**src/rtl/control_sequencer_if.sv**
```systemverilog
// Sequencer <-> decoder/datapath bundle: IR/databus in, decoder results in, issued control out.
// Latency: pure wiring, no storage.
// Backpressure: stall is carried here and freezes the sequencer for the cycle it is high.
interface control_sequencer_if;
    logic [31:0] instruction_in;
    logic [4:0]  status_in;
    logic        stall;
    logic [32:0] decoded_controlword;
    logic [63:0] decoded_constant;
    logic [31:0] instruction;
    logic [1:0]  state;
    logic [4:0]  status;
    logic [32:0] controlword;
    logic [63:0] constant;
    logic        ir_load;
    logic        fetch;
    logic        fault;

    // Sequencer side
    modport master (
        input  instruction_in, status_in, stall, decoded_controlword, decoded_constant,
        output instruction, state, status, controlword, constant, ir_load, fetch, fault
    );

    // Decoder / datapath side
    modport slave (
        output instruction_in, status_in, stall, decoded_controlword, decoded_constant,
        input  instruction, state, status, controlword, constant, ir_load, fetch, fault
    );
endinterface

```
**src/rtl/control_sequencer.sv**
```systemverilog
// FETCH/EXECUTE micro-sequencer: owns IR, micro-step, status register and an EXECUTE watchdog.
// Latency: control word/constant issued combinationally from the decoder in EXECUTE; state updates on the next edge.
// Backpressure: stall holds all state and masks side-effecting control fields for that cycle.
module control_sequencer #(
    parameter int WATCHDOG_LIMIT = 4
) (
    input  logic             clock,
    input  logic             reset,
    control_sequencer_if.master bus
);
    localparam int WD_W = $clog2(WATCHDOG_LIMIT) + 1;
    localparam logic [WD_W-1:0] WD_LAST = WD_W'(WATCHDOG_LIMIT - 1);
    // Fetch word: only ram_en set; PC holds and is advanced by the instruction itself.
    localparam logic [32:0] FETCH_WORD = 33'h0_0000_0100;

    // Control word bit positions that have side effects and are suppressed on stall.
    localparam int CW_RF_WRITE    = 9;
    localparam int CW_RAM_WRITE   = 7;
    localparam int CW_PC_FS_HI    = 5;
    localparam int CW_PC_FS_LO    = 4;
    localparam int CW_STATUS_LOAD = 2;

    typedef enum logic {
        PH_FETCH   = 1'b0,
        PH_EXECUTE = 1'b1
    } phase_e;

    phase_e          phase_q, phase_d;
    logic [31:0]     ir_q, ir_d;
    logic [1:0]      step_q, step_d;
    logic [4:0]      status_q, status_d;
    logic [WD_W-1:0] wdog_q, wdog_d;
    logic            fault_q, fault_d;

    logic [32:0]     cw_issue;
    logic [63:0]     const_issue;
    logic            ir_load_c;
    logic [1:0]      next_step;

    assign next_step = bus.decoded_controlword[1:0];

    // Issued control word / constant / IR strobe for the current cycle.
    always_comb begin
        cw_issue    = '0;
        const_issue = '0;
        ir_load_c   = 1'b0;
        if (!reset) begin
            if (phase_q == PH_FETCH) begin
                cw_issue  = FETCH_WORD;
                ir_load_c = !bus.stall;
            end else begin
                cw_issue    = bus.decoded_controlword;
                const_issue = bus.decoded_constant;
                if (bus.stall) begin
                    cw_issue[CW_RF_WRITE]               = 1'b0;
                    cw_issue[CW_RAM_WRITE]              = 1'b0;
                    cw_issue[CW_PC_FS_HI:CW_PC_FS_LO]   = 2'b00;
                    cw_issue[CW_STATUS_LOAD]            = 1'b0;
                end
            end
        end
    end

    // Next-state: phase transitions, IR capture, micro-step, status load and watchdog.
    always_comb begin
        phase_d  = phase_q;
        ir_d     = ir_q;
        step_d   = step_q;
        status_d = status_q;
        wdog_d   = wdog_q;
        fault_d  = fault_q;
        if (!bus.stall) begin
            case (phase_q)
                PH_FETCH: begin
                    phase_d = PH_EXECUTE;
                    ir_d    = bus.instruction_in;
                    step_d  = 2'd0;
                    wdog_d  = '0;
                end
                PH_EXECUTE: begin
                    wdog_d = wdog_q + 1'b1;
                    if (bus.decoded_controlword[CW_STATUS_LOAD]) begin
                        status_d = bus.status_in;
                    end
                    if (next_step == 2'd0) begin
                        phase_d = PH_FETCH;
                        step_d  = 2'd0;
                    end else if (wdog_q == WD_LAST) begin
                        // Instruction never finished: abandon it and flag it.
                        phase_d = PH_FETCH;
                        step_d  = 2'd0;
                        fault_d = 1'b1;
                    end else begin
                        step_d = next_step;
                    end
                end
                default: phase_d = PH_FETCH;
            endcase
        end
    end

    // State register with synchronous reset that overrides stall.
    always_ff @(posedge clock) begin
        if (reset) begin
            phase_q  <= PH_FETCH;
            ir_q     <= '0;
            step_q   <= 2'd0;
            status_q <= '0;
            wdog_q   <= '0;
            fault_q  <= 1'b0;
        end else begin
            phase_q  <= phase_d;
            ir_q     <= ir_d;
            step_q   <= step_d;
            status_q <= status_d;
            wdog_q   <= wdog_d;
            fault_q  <= fault_d;
        end
    end

    assign bus.instruction = ir_q;
    assign bus.state       = step_q;
    assign bus.status      = status_q;
    assign bus.controlword = cw_issue;
    assign bus.constant    = const_issue;
    assign bus.ir_load     = ir_load_c;
    assign bus.fetch       = (phase_q == PH_FETCH);
    assign bus.fault       = fault_q;
endmodule

```
**src/flat_wrapper.sv**
```systemverilog
// flat-port wrapper written by rule: the top's interface ports become plain ports
module control_sequencer_flat 
#(
    parameter int WATCHDOG_LIMIT = 4
)
  (clock, reset, bus_instruction_in, bus_status_in, bus_stall, bus_decoded_controlword, bus_decoded_constant, bus_instruction, bus_state, bus_status, bus_controlword, bus_constant, bus_ir_load, bus_fetch, bus_fault);
  control_sequencer_if bus_i ();
  input  logic clock;
  input  logic reset;
  input wire logic [$bits(bus_i.instruction_in)-1:0] bus_instruction_in;
  input wire logic [$bits(bus_i.status_in)-1:0] bus_status_in;
  input wire logic [$bits(bus_i.stall)-1:0] bus_stall;
  input wire logic [$bits(bus_i.decoded_controlword)-1:0] bus_decoded_controlword;
  input wire logic [$bits(bus_i.decoded_constant)-1:0] bus_decoded_constant;
  output wire logic [$bits(bus_i.instruction)-1:0] bus_instruction;
  output wire logic [$bits(bus_i.state)-1:0] bus_state;
  output wire logic [$bits(bus_i.status)-1:0] bus_status;
  output wire logic [$bits(bus_i.controlword)-1:0] bus_controlword;
  output wire logic [$bits(bus_i.constant)-1:0] bus_constant;
  output wire logic [$bits(bus_i.ir_load)-1:0] bus_ir_load;
  output wire logic [$bits(bus_i.fetch)-1:0] bus_fetch;
  output wire logic [$bits(bus_i.fault)-1:0] bus_fault;
  assign bus_i.instruction_in = bus_instruction_in;
  assign bus_i.status_in = bus_status_in;
  assign bus_i.stall = bus_stall;
  assign bus_i.decoded_controlword = bus_decoded_controlword;
  assign bus_i.decoded_constant = bus_decoded_constant;
  assign bus_instruction = bus_i.instruction;
  assign bus_state = bus_i.state;
  assign bus_status = bus_i.status;
  assign bus_controlword = bus_i.controlword;
  assign bus_constant = bus_i.constant;
  assign bus_ir_load = bus_i.ir_load;
  assign bus_fetch = bus_i.fetch;
  assign bus_fault = bus_i.fault;
  control_sequencer #(.WATCHDOG_LIMIT(WATCHDOG_LIMIT)) u_core (.clock(clock), .reset(reset), .bus(bus_i));
endmodule
```
**config.mk**
```make
export PLATFORM = sky130hd
export DESIGN_NAME = control_sequencer_flat
export DESIGN_NICKNAME = d
export VERILOG_FILES = /design/src/rtl/control_sequencer_if.sv /design/src/rtl/control_sequencer.sv /design/src/flat_wrapper.sv
export SDC_FILE = /design/constraint.sdc
export NUM_CORES = 1
export LEC_CHECK = 0
export CAP_MARGIN = 25
export CORE_AREA = 4 4 106 108
export CTS_CLUSTER_SIZE = 12
export DETAILED_ROUTE_END_ITERATION = 10
export DIE_AREA = 0 0 110 112
export GPL_TIMING_DRIVEN = 0
export HOLD_SLACK_MARGIN = 0.15
export PLACE_DENSITY = 0.82
export SLEW_MARGIN = 20
export SYNTH_ARGS = -nofsm -noshare
export SYNTH_HDL_FRONTEND = slang
export SYNTH_SLANG_ARGS = --single-unit
```
**constraint.sdc**
```tcl
create_clock -name clock -period 1.6 [get_ports clock]
set_input_delay 0.16 -clock clock [delete_from_list [all_inputs] [get_ports clock]]
set_output_delay 0.16 -clock clock [all_outputs]
set_load 0.005 [all_outputs]
```
# Word-level counts from Yosys, hierarchy flattened
# Cells that the tools add are included.
classes:
  addsub: 1
  n_bitwise: 3
  reduce_logical: 5
  eq_ne: 1
  muxes: 17
ops:
  columns: ["cell", "count"]
  rows:
  - ["$mux 64", 2]
  - ["$mux 33", 2]
  - ["$mux 1", 7]
  - ["$mux 2", 3]
  - ["$pmux 3 s2", 1]
  - ["$pmux 2 s2", 1]
  - ["$reduce_and 4->1", 1]
  - ["$add 3x1->3 const B", 1]
  - ["$eq 3x2->1 const B", 1]
  - ["$not 1->1", 3]
  - ["$reduce_and 3->1", 1]
  - ["$logic_not 2->1", 1]
  - ["$pmux 1 s2", 1]
  - ["$reduce_and 2->1", 1]
  - ["$logic_not 1->1", 1]
totals:
  out_inout_bits: 139
  register_bits: 44
  wordCells: 33
  input_bits: 137

# Longest topological paths before layout
# Gate-level depths: netlist (run 1).
depth:
  word_depth: 4
  depth_mapped: 5
  ltp_nobuf: 4

# Worst setup path after synthesis (run 1)
# OpenSTA, ideal clock, no wires.
synth_timing:
  path_type: "flip-flop to flip-flop"
  start: "register u_core.wdog_q[0]"
  end: "register u_core.wdog_q[2]"
  t_arrival_ns: 1.215
  setup_time_ns: 0.070
  path_slack_ns: 0.315
  required_time_ns: 1.530
  path_stages_with_launch: 5
  period_less_slack_ns: 1.285
  n_path_buf: 0
  path_cell_list: "dfxtp_1 > ha_1 > ha_1 > or3b_1 > a21oi_1"
synth_via:
  elab_chain_len: 2
synth_rtl:
  columns: ["element", "line_no", "rtl"]
  rows:
  - ["start, declared", "control_sequencer.sv:32", "logic [WD_W-1:0] wdog_q, wdog_d;"]
  - ["start signal, assigned", "control_sequencer.sv:116", "wdog_q <= wdog_d;"]
  - ["$add 3x1->3", "control_sequencer.sv:81", "wdog_d = wdog_q + 1'b1;"]
  - ["$pmux 3 s2", "control_sequencer.sv:73", "case (phase_q)"]
# Every way passes these cells.
# A chain may end at the register's enable or synchronous reset.

# Worst setup path in the final report (run 1)
layout_timing:
  start: "register u_core.phase_q"
  end: "output bus_controlword[23]"
layout_via:
  elab_chain_len: 2
layout_rtl:
  columns: ["element", "line_no", "rtl"]
  rows:
  - ["start, declared", "control_sequencer.sv:28", "phase_e phase_q, phase_d;"]
  - ["start signal, assigned", "control_sequencer.sv:112", "phase_q <= phase_d;"]
  - ["$mux 33", "control_sequencer.sv:48", "if (phase_q == PH_FETCH) begin"]
  - ["$mux 33", "control_sequencer.sv:47", "if (!reset) begin"]
  - ["end, declared", "flat_wrapper.sv:18", "output wire logic [$bits(bus_i.controlword)-1:0] bus_controlword;"]
# Every way passes these cells.

==> results of run 1 <==
-- path summary, 6_finish.rpt --
check	cells past startpoint	slack (ns)	to
worst max-delay path	7	-0.11	bus_controlword[23]
worst min-delay path	3	0.42	u_core.bus.state[1]$_SDFFE_PP0N_
worst max register to register	6	0.16	u_core.bus.instruction[4]$_SDFFE_PP0P_
worst min register to register	2	0.46	u_core.bus.state[1]$_SDFFE_PP0N_
-- where the power goes --
part	switching (mW)	total, mW	internal (mW)
Sequential	0.0307	1.18	1.15
Combinational	0.403	1.25	0.847
Clock	0.375	0.728	0.353
-- registers in the layout, indices dropped and copies added, names as in the netlist --
name and flops:
u_core.bus.fault 1, u_core.bus.instruction 32, u_core.bus.state 2, u_core.bus.status 5, u_core.phase_q 1, u_core.wdog_q 3
-- through the flow --
step,area [um2],std cells
after floorplan,2610,314
after global placement,5540,725
after detailed placement,5540,725
after CTS,6060,771
after global routing,6480,780
final,6480,780
-- area by class of cell --
cell class | count | area (um2)
Buffer | 31 | 254
Sequential cell | 44 | 885
Fill cell | 808 | 3750
Antenna cell | 1 | 2.50
Clock buffer | 8 | 90.1
Inverter | 3 | 11.3
Timing Repair Buffer | 322 | 3290
Tap cell | 136 | 170
Multi-Input combinational cell | 235 | 1770
-- kinds of logic (layout without fill, tap and decap cells) --
group,count (synthesis),after routing,share of synthesized area
compound gates,74,74,0.156
fa+ha+maj,2,2,0.00957
flops,44,44,0.337
buf+inv,35,364,0.0752
other cells,0,1,0
simple gates,154,154,0.404
mux,5,5,0.0191
-- cells in the mapped netlist, drive strengths merged --
library cell  instances
ha                    2
nor3b                 1
a211oi                1
mux2i                 5
o21ai                32
and3b                 1
nor3                  1
clkbuf                7
dfxtp                44
a22o                  1
inv                   3
or3b                 34
nand2b               10
and2                 96
o21bai                1
o21a                  2
nand3b                1
nand4bb               2
nor2b                 3
nand2                 5
buf                  25
a21oi                37
-- routing by layer --
| metal | part of all wire | vias up |
|---|---|---|
| met5 | 0.0037 | - |
| met4 | 0.025 | 8 |
| met3 | 0.10 | 32 |
| met2 | 0.50 | 186 |
| met1 | 0.36 | 1631 |
| li1 | - | 1705 |
-- critical path, delay by kind of cell, from the launching register on --
kind | cells | cell delay (ns)
and+or+nand+nor | 2 | 0.28
buffers and inverters | 5 | 0.62
DFF | 1 | 0.37
-- what timing repair did --
action                     4_1_cts  5_1_grt
pin swaps                       37       48
hold buffers                     0        0
setup buffers                   34        9
gates resized for setup        517      110
setup endpoints to repair       99       96
gates cloned                     5        1
==> results.cfg, run 1 <==
[run_status]
status = complete, but fails checks
violations = negative setup slack

[min_path]
min_path_type = in2reg
min_from = bus_stall

[sta]
final_hold_viol_count = 0
fmax_mhz = 586
finalMaxSlewViolations = 0
tightest_slew_ns = 0.472
slew_headroom = 0.685
setup_viol = 28
post-route-min-period_ns = 1.71
tns_ns = -1.33
whs_ns = 0.415
setup_slack_ns = -0.106
finalClockSkew_ns = 0.00869
period_share = 1.07
rsz0062_at_grt = yes

[global_routing]
antenna_found_initial = 4
busiest_layer = met2
grt_overflow = 0
grt_max_degree = 20
use_met3 = 0.0777
grt_use_total = 0.219
grt_pass1_vias = 3620
grt_pass1_wl_um = 20500
grtUsageMet2 = 0.396
gr-usage-met1 = 0.239

[placement]
pre_cts_slack_ns = -0.702
portBuffers = 275
dp_hpwl_um = 11400
gp_congestion = 0.845

[synth]
synth_cell_types = 27
avgSynthCellArea_um2 = 8.32
synth_largest_area_cell = dfxtp_1
synth-seq-cells = 44
ys_seq_area_frac = 0.337
ys_top_cells_by_area = dfxtp_1, and2_1, or3b_1
synthesis.nets = 453
synth_top_area_frac = 0.337
yosysWarningCount = 0
netlist_instances = 314
syn_area_um2 = 2610

[power]
totalPowerFinal_mw = 3.16
irDropWorstVdd_mv = 0.704
power_density_nw_per_um2 = 488
p_leak_nw = 2.78

[critical_path]
worstPathMaxFanout = 5
endpoint_kind = output port
cpMostUsedCell = buf_6
critical_path.startpoint_type = register
crit_required_ns = 1.44
r2r_start = u_core.phase_q$_SDFFE_PP0N_
crit_slowest_cell = dfxtp_4
crit_arrival_ns = 1.55
path_cells = nor2b_4, buf_6, buf_6, buf_4, buf_6, and2_4, buf_6
slowest_delay_ns = 0.37
critPathKind = reg2out
critPathLaunch = u_core.phase_q$_SDFFE_PP0N_

[die]
die_y_um = 112
initial_core_util = 0.255
fp-row-count = 37
coreArea_um2 = 10200
ioPinCount = 276
die_w_um = 110
dieArea_um2 = 12300

[drt]
ant_nets = 0
post-route-drc-count = 0
first_pass_iters = 4
via_count = 3562
drt-total-wl_um = 14900
routedWlPerCell_um = 19.1
via_per_inst = 4.57
drt_iter0_drc = 156

[final_layout]
mostFrequentLayoutCells = clkdlybuf4s50_1, buf_6, and2_4, dfxtp_1, or3b_1
nets = 781
area_growth_pct = 148
postLayoutCoreUtil = 0.633
drive_above_1_share = 0.426
layout_commonest_cell = clkdlybuf4s50_1

[cts]
clock_path_buffers = 2
clkSinkCount = 44
clk_latency_ns = 0.29
htreeDepth = 2
numCtsBuffers = 5
clk_pin_slew_worst_paths_ns = 0.08
tritoncts = yes
cts_root_buf = clkbuf_8

[job]
drv_cap = 0
Note: power is estimated with default switching activity, not from simulation.
==> run 2: changes to the inputs <==
--- a/config.mk
+++ b/config.mk
@@ -11,7 +11,7 @@
 export DETAILED_ROUTE_END_ITERATION = 10
 export DIE_AREA = 0 0 110 112
 export GPL_TIMING_DRIVEN = 0
-export HOLD_SLACK_MARGIN = 0.15
+export HOLD_SLACK_MARGIN = 0.03
 export PLACE_DENSITY = 0.82
 export SLEW_MARGIN = 20
 export SYNTH_ARGS = -nofsm -noshare
==> constraint.sdc (replaced) <==
create_clock -name clock -period 1.88 [get_ports clock]
set_input_delay 0.188 -clock clock [delete_from_list [all_inputs] [get_ports clock]]
set_output_delay 0.188 -clock clock [all_outputs]
set_load 0.005 [all_outputs]
==> results.cfg, run 2 (synthesis gave the netlist of run 1 again) <==
[sta]
finalMaxSlewViolations = 0
post-route-min-period_ns = 1.90
slew_headroom = 0.686
finalClockSkew_ns = 0.00904
rsz0062_at_grt = yes
period_share = 1.01
final_hold_viol_count = 0
whs_ns = 0.449
tightest_slew_ns = 0.471
setup_slack_ns = -0.0221
setup_viol = 11
tns_ns = -0.116
fmax_mhz = 526

[drt]
drt-total-wl_um = 13200
drt_iter0_drc = 91
routedWlPerCell_um = 17.7
via_per_inst = 4.48
first_pass_iters = 4
via_count = 3349
post-route-drc-count = 0
ant_nets = 0

[die]
fp-row-count = 37
dieArea_um2 = 12300
coreArea_um2 = 10200
initial_core_util = 0.255
die_y_um = 112
die_w_um = 110
ioPinCount = 276

[placement]
portBuffers = 275
pre_cts_slack_ns = -0.478
dp_hpwl_um = 11400
dpl_cell_area_um2 = 5540
gp_congestion = 0.845

[run_status]
violations = negative setup slack
status = complete, but fails checks

[global_routing]
grt_use_total = 0.204
grt_pass1_wl_um = 19100
grt_pass1_vias = 3409
grt_max_degree = 20
antenna_found_initial = 4
grt_overflow = 0

[min_path]
min_path_type = in2reg
holdPathStages = 3
min_from = bus_stall

[final_layout]
final.fill_count = 964
area_growth_pct = 118
multi_input_area_um2 = 1550
largest_reg_flops = 32
stdcell_area_um2 = 5710
layout_commonest_cell = clkdlybuf4s50_1
mostFrequentLayoutCells = clkdlybuf4s50_1, and2_1, dlygate4sd2_1, dfxtp_1, or3b_1
ff_latch_area_um2 = 885
nets = 749
drive_above_1_share = 0.110

[critical_path]
endpoint_kind = output port
crit_arrival_ns = 1.71
r2r_start = u_core.phase_q$_SDFFE_PP0N_
crit_required_ns = 1.69
worstPathMaxFanout = 19
critical_path.startpoint_type = register
r2r_cells = 6
critPathLaunch = u_core.phase_q$_SDFFE_PP0N_
critPathKind = reg2out

[cts]
cts_root_buf = clkbuf_8
ctsHoldBuffers = 0
numCtsBuffers = 5
clk_pin_slew_worst_paths_ns = 0.07
clock_path_buffers = 2
clkSinkCount = 44
clk_latency_ns = 0.29
htreeDepth = 2
tritoncts = yes

[power]
p_leak_nw = 2.65
irDropWorstVdd_mv = 0.598
power_density_nw_per_um2 = 429
totalPowerFinal_mw = 2.45

[job]
drv_cap = 0
-- run 2: cell count changes in the layout (fill, tap and decap cells not counted), moves of 3 or more --
cell	before	now
clkdlybuf4s50_1	174	186
and2_1	7	95
dlygate4sd2_1	4	69
and2_4	89	1
dlymetal6s2s_1	0	9
buf_6	133	12
buf_4	15	18
-- run 2: critical path, cell delays in order (launching register included) --
cell	delay, ns
dfxtp_4	0.35
buf_4	0.14
buf_8	0.12
buf_6	0.15
inv_2	0.06
o21a_1	0.11
clkdlybuf4s50_1	0.49
-- run 2: path summary, 6_finish.rpt --
kind / to / slack, ns
worst min-delay path: u_core.bus.state[1]$_SDFFE_PP0N_ / 0.45
worst min register to register: u_core.bus.state[1]$_SDFFE_PP0N_ / 0.47
worst max-delay path: bus_controlword[8] / -0.02
worst max register to register: u_core.bus.instruction[10]$_SDFFE_PP0P_ / 0.39
-- run 2: report_power, final --
part	internal (mW)	switching, mW
clock	0.300	0.315
sequential	0.978	0.0248
combinational	0.554	0.277
-- run 2: per-layer routing --
metal	GRT usage	vias to the layer above	wire length, um
li1	-	1636	-
met1	0.228	1501	4990
met2	0.357	174	6480
met3	0.0707	32	1320
met4	0.0615	6	397
met5	0	-	46
-- run 2: area by class of cell --
class | instances | area share
sequential | 44 | 0.155
antenna | 1 | 0.000438
tap | 136 | 0.0298
timing repair buffer | 290 | 0.484
buffer | 31 | 0.0414
inverter | 3 | 0.00197
multi-input combinational | 235 | 0.272
clock buffer | 8 | 0.0158
-- run 2: per-stage QoR --
step           utilization  std cells
3_5_place_dp         0.541        725
4_1_cts              0.554        742
6_report             0.558        748
5_1_grt              0.558        748
2_1_floorplan            -        314
3_3_place_gp         0.541        725
-- run 2: timing repair --
item / 4_1_cts / 5_1_grt
gates cloned: 1 / 0
resized for setup: 126 / 19
endpoints found under the hold margin: 0 / 0
endpoints found under the setup margin: 99 / 26
pin swaps: 4 / 1
setup buffers: 9 / 5
==> run 3: changes to the inputs <==
--- a/config.mk
+++ b/config.mk
@@ -13,6 +13,7 @@
 export GPL_TIMING_DRIVEN = 0
 export HOLD_SLACK_MARGIN = 0.03
 export PLACE_DENSITY = 0.82
+export RECOVER_POWER = 100
 export SLEW_MARGIN = 20
 export SYNTH_ARGS = -nofsm -noshare
 export SYNTH_HDL_FRONTEND = slang
==> results.cfg, run 3 (synthesis gave the netlist of run 1 again) <==
[run_status]
status = complete, but fails checks
violations = negative setup slack

[cts]
cts_root_buf = clkbuf_8
clk_pin_slew_worst_paths_ns = 0.07
clkSinkCount = 44
htreeDepth = 2
clock_path_buffers = 2
numCtsBuffers = 5
clk_latency_ns = 0.29
tritoncts = yes

[drt]
first_pass_iters = 4
routedWlPerCell_um = 17.7
drt-total-wl_um = 13200
ant_nets = 0
via_count = 3349
post-route-drc-count = 0
drt_iter0_drc = 91
via_per_inst = 4.48

[critical_path]
r2r_end = u_core.bus.instruction[10]$_SDFFE_PP0P_
crit_arrival_ns = 1.71
r2r_slack_ns = 0.39
r2r_cells = 6
critical_path.startpoint_type = register
r2r_start = u_core.phase_q$_SDFFE_PP0N_
critPathLaunch = u_core.phase_q$_SDFFE_PP0N_
worstPathMaxFanout = 19
endpoint_kind = output port
critPathKind = reg2out
crit_required_ns = 1.69

[die]
die_y_um = 112
die_w_um = 110
fp-row-count = 37
ioPinCount = 276
dieArea_um2 = 12300
initial_core_util = 0.255
coreArea_um2 = 10200

[placement]
dp_hpwl_um = 11400
gp_congestion = 0.845
portBuffers = 275
placed_cells = 725
dpl_cell_area_um2 = 5540

[sta]
fmax_mhz = 526
setup_viol = 11
rsz0062_at_grt = yes
tightest_slew_ns = 0.471
finalMaxSlewViolations = 0
post-route-min-period_ns = 1.90
slew_headroom = 0.686
final_hold_viol_count = 0
period_share = 1.01
finalClockSkew_ns = 0.00904
setup_slack_ns = -0.0221

[final_layout]
instances_no_fill = 748
layout_commonest_cell = clkdlybuf4s50_1
largest_reg_flops = 32
drive_above_1_share = 0.108
area_growth_pct = 118
postLayoutCoreUtil = 0.558
final.fill_count = 962
stdcell_area_um2 = 5710
mostFrequentLayoutCells = clkdlybuf4s50_1, and2_1, dlygate4sd2_1, dfxtp_1, or3b_1
nets = 749

[global_routing]
grt_max_degree = 20
grt_use_total = 0.204
antenna_found_initial = 4
grt_pass1_vias = 3409
grt_pass1_wl_um = 19100
grt_overflow = 0

[job]
drv_cap = 0

[min_path]
min_path_type = in2reg
min_from = bus_stall
holdPathStages = 3
holdPathEnd = u_core.bus.state[1]$_SDFFE_PP0N_

[power]
p_leak_nw = 2.65
irDropWorstVdd_mv = 0.598
power_density_nw_per_um2 = 429
[run 3: cell types whose count changed in the layout (fill, tap and decap cells not counted)]
cell      previous run  this run
clkbuf_1             8         9
buf_2               13        12
[run 3: power by group]
| part | total, mW | switching (mW) | internal [mW] |
|---|---|---|---|
| clock | 0.616 | 0.315 | 0.300 |
| sequential | 1.00 | 0.0248 | 0.978 |
| combinational | 0.831 | 0.277 | 0.554 |
[run 3: worst max path at each step]
stage,end,cells after the start
6_report,bus_controlword[8],6
2_1_floorplan,u_core.wdog_q[2]$_SDFFE_PP0N_,4
5_1_grt,bus_constant[47],5
3_5_place_dp,bus_controlword[2],5
4_1_cts,bus_constant[52],5
3_3_place_gp,bus_controlword[2],5
[run 3: metal layers]
layer  up-vias  GRT usage  routed length, um  share of wire
met5         -          0                 46         0.0035
met2       174      0.357               6480           0.49
met1      1501      0.228               4990           0.38
li1       1636          -                  -              -
met4         6     0.0615                397          0.030
met3        32     0.0707               1320           0.10
[run 3: critical path, cell delays in order, from the launching register on]
cell	delay (ns)
dfxtp_4	0.35
buf_4	0.14
buf_8	0.12
buf_6	0.15
inv_2	0.06
o21a_1	0.11
clkdlybuf4s50_1	0.49
[run 3: cell type report]
| cell class | instances | area, um2 | share of cell area |
|---|---|---|---|
| flip-flops and latches | 44 | 885 | 0.155 |
| clock buffers | 8 | 90.1 | 0.0158 |
| multi-input cells | 235 | 1550 | 0.272 |
| repair buffers | 290 | 2760 | 0.484 |
| inverters | 3 | 11.3 | 0.00197 |
| plain buffers | 31 | 235 | 0.0412 |
| well taps | 136 | 170 | 0.0298 |
| diodes | 1 | 2.50 | 0.000438 |
[run 3: timing repair]
| item | CTS | global route |
|---|---|---|
| pin swaps | 4 | 1 |
| cloned | 1 | 0 |
| setup buffers | 9 | 5 |
| endpoints found under the setup margin | 99 | 26 |
| resized for setup | 126 | 19 |
| hold buffers | 0 | 0 |
[run 3: through the flow]
stage / TNS, ns / hold WS (ns) / setup WS, ns / power [mW]
after floorplan: 0 / 0.343 / 0.595 / 1.28
after global placement: -26.99 / 0.451 / -0.463 / 1.85
after detailed placement: -26.99 / 0.457 / -0.478 / 1.86
after CTS: -1.35 / 0.453 / -0.0805 / 2.47
after global routing: -1.10 / 0.481 / -0.111 / 2.58
final: -0.116 / 0.449 / -0.0221 / 2.45
==> edit, RTL diff (settings of run 1) <==
Make the reset (`reset`) asynchronous in one clocked block. Comments in the files are not updated.
--- a/src/rtl/control_sequencer.sv
+++ b/src/rtl/control_sequencer.sv
@@ -100,7 +100,7 @@
     end
 
     // State register with synchronous reset that overrides stall.
-    always_ff @(posedge clock) begin
+    always_ff @(posedge clock or posedge reset) begin
         if (reset) begin
             phase_q  <= PH_FETCH;
             ir_q     <= '0;
Function: differs if reset is asserted again (counterexample within 4 cycles, from zero or initial values and one cycle with reset high); with reset held inactive, the same outputs for 4 cycles.
==> edit against run 1 <==
The flow still finishes with violations (negative setup slack); non-clock buffer count shrank 26; worst setup slack got worse by 0.034 ns; critical path depth is the same; count of clock-buffer cells in the layout shrank 2; sequential cell count is the same; synthesized cell count shrank 30%; via count down 19%; routed wire length fell by 14%; hold slack worse by 0.26 ns; clock skew shrank 0.0037 ns; synthesized area is 2.6% lower; cell area fell by 0.70%; critical endpoint is now bus_constant[47].
Power is not compared: it rests on default switching activity, and its combinational part moved more than twofold at a synthesized area within 25%.
==> edit: results (changes against run 1) <==
outcome finished, violations left (unchanged); failing checks negative setup slack (unchanged); multi-input combinational cell count 159 (was 235); vias in the first global route 3130 (was 3620); Post-synth ARST share 100% (was 0%); crit path max fanout 4 (was 5); GR met2 Demand/Resource 34.5% (was 39.6%); final setup violation count 92 (was 28); fraction of area in multi-input gates 24.3% (was 27.4%); flop2flop setup slack 0.02 ns (was 0.16 ns); hold_ws 0.156 ns (was 0.415 ns); Top Metal Used met4 (was met5); post-synthesis cell type count 25 (was 27); post-synthesis cell count 221 (was 314); Non-clock buffers, area share 54.0% (was 54.7%); GRT Util Overall 18.0% (was 21.9%); grt met3 use 5.10% (was 7.77%); metal3 WL 1.14 mm (was 1.52 mm); Hold WC Path Type primary input to asynchronous set/reset pin (was primary input to register); number of non-clock buffers in the layout 327 (was 353); clkbuf count 6 (was 8); first-pass GRT wire length 17.1 mm (was 20.5 mm); post-synthesis cell area 2550 um^2 (was 2610 um^2); worst flop-to-flop path startpoint u_core.phase_q (unchanged); final worst slack -0.140 ns (was -0.106 ns); # Post-CTS Setup Buffers 23 (was 34); Total Nets Final 679 (was 781); routed vias 2870 (was 3562); sequential share of cell area 17.1% (was 13.7%); CP arrival 1.58 ns (was 1.55 ns); cell count after placement 633 (was 725)
[edit: changes by cell type in the layout (fill, tap and decap cells not counted), sizes merged, moves of 2 or more]
cell / run 1 / this run
dfrtp: 0 / 44
dfxtp: 44 / 0
mux2: 0 / 37
a21oi: 37 / 1
or3b: 34 / 0
o21ai: 32 / 4
buf: 165 / 143
nand2b: 10 / 1
clkbuf: 17 / 12
mux2i: 5 / 0
nand3b: 1 / 3
nand4bb: 2 / 0
[edit: power breakdown]
| part | leakage (nW) | switching (W) | internal [W] |
|---|---|---|---|
| combinational | 2.40 | 0.00118 | 0.00294 |
| clock | 0.0552 | 0.000364 | 0.000463 |
| sequential | 0.519 | 0.000317 | 0.00162 |
| total | 2.97 | 0.00186 | 0.00503 |
[edit: critical path: stages, from the launching register on]
cell	delay (ns)
dfrtp_1	0.40
nor2b_4	0.15
buf_6	0.14
buf_6	0.12
buf_8	0.12
buf_6	0.11
and2_1	0.13
buf_2	0.13
[edit: cell families (layout without fill, tap and decap cells)]
logic type | count (synthesis) | in the layout | share of synthesized area [%]
flops | 44 | 44 | 43.2
buf+inv | 18 | 338 | 4.67
fa+ha+maj | 2 | 2 | 0.983
mux | 37 | 37 | 20.8
compound gates | 9 | 9 | 2.26
simple gates | 111 | 111 | 28.1
[edit: worst max-delay path by stage]
stage	from	to	slack, ns
6_report	u_core.phase_q	bus_constant[47]	-0.14
5_1_grt	u_core.phase_q	bus_constant[47]	-0.19
4_1_cts	u_core.phase_q	bus_constant[12]	-0.18
3_5_place_dp	bus_stall	bus_controlword[2]	-0.53
3_3_place_gp	reset	bus_controlword[8]	-1.25
2_1_floorplan	reset	bus_controlword[8]	0.10
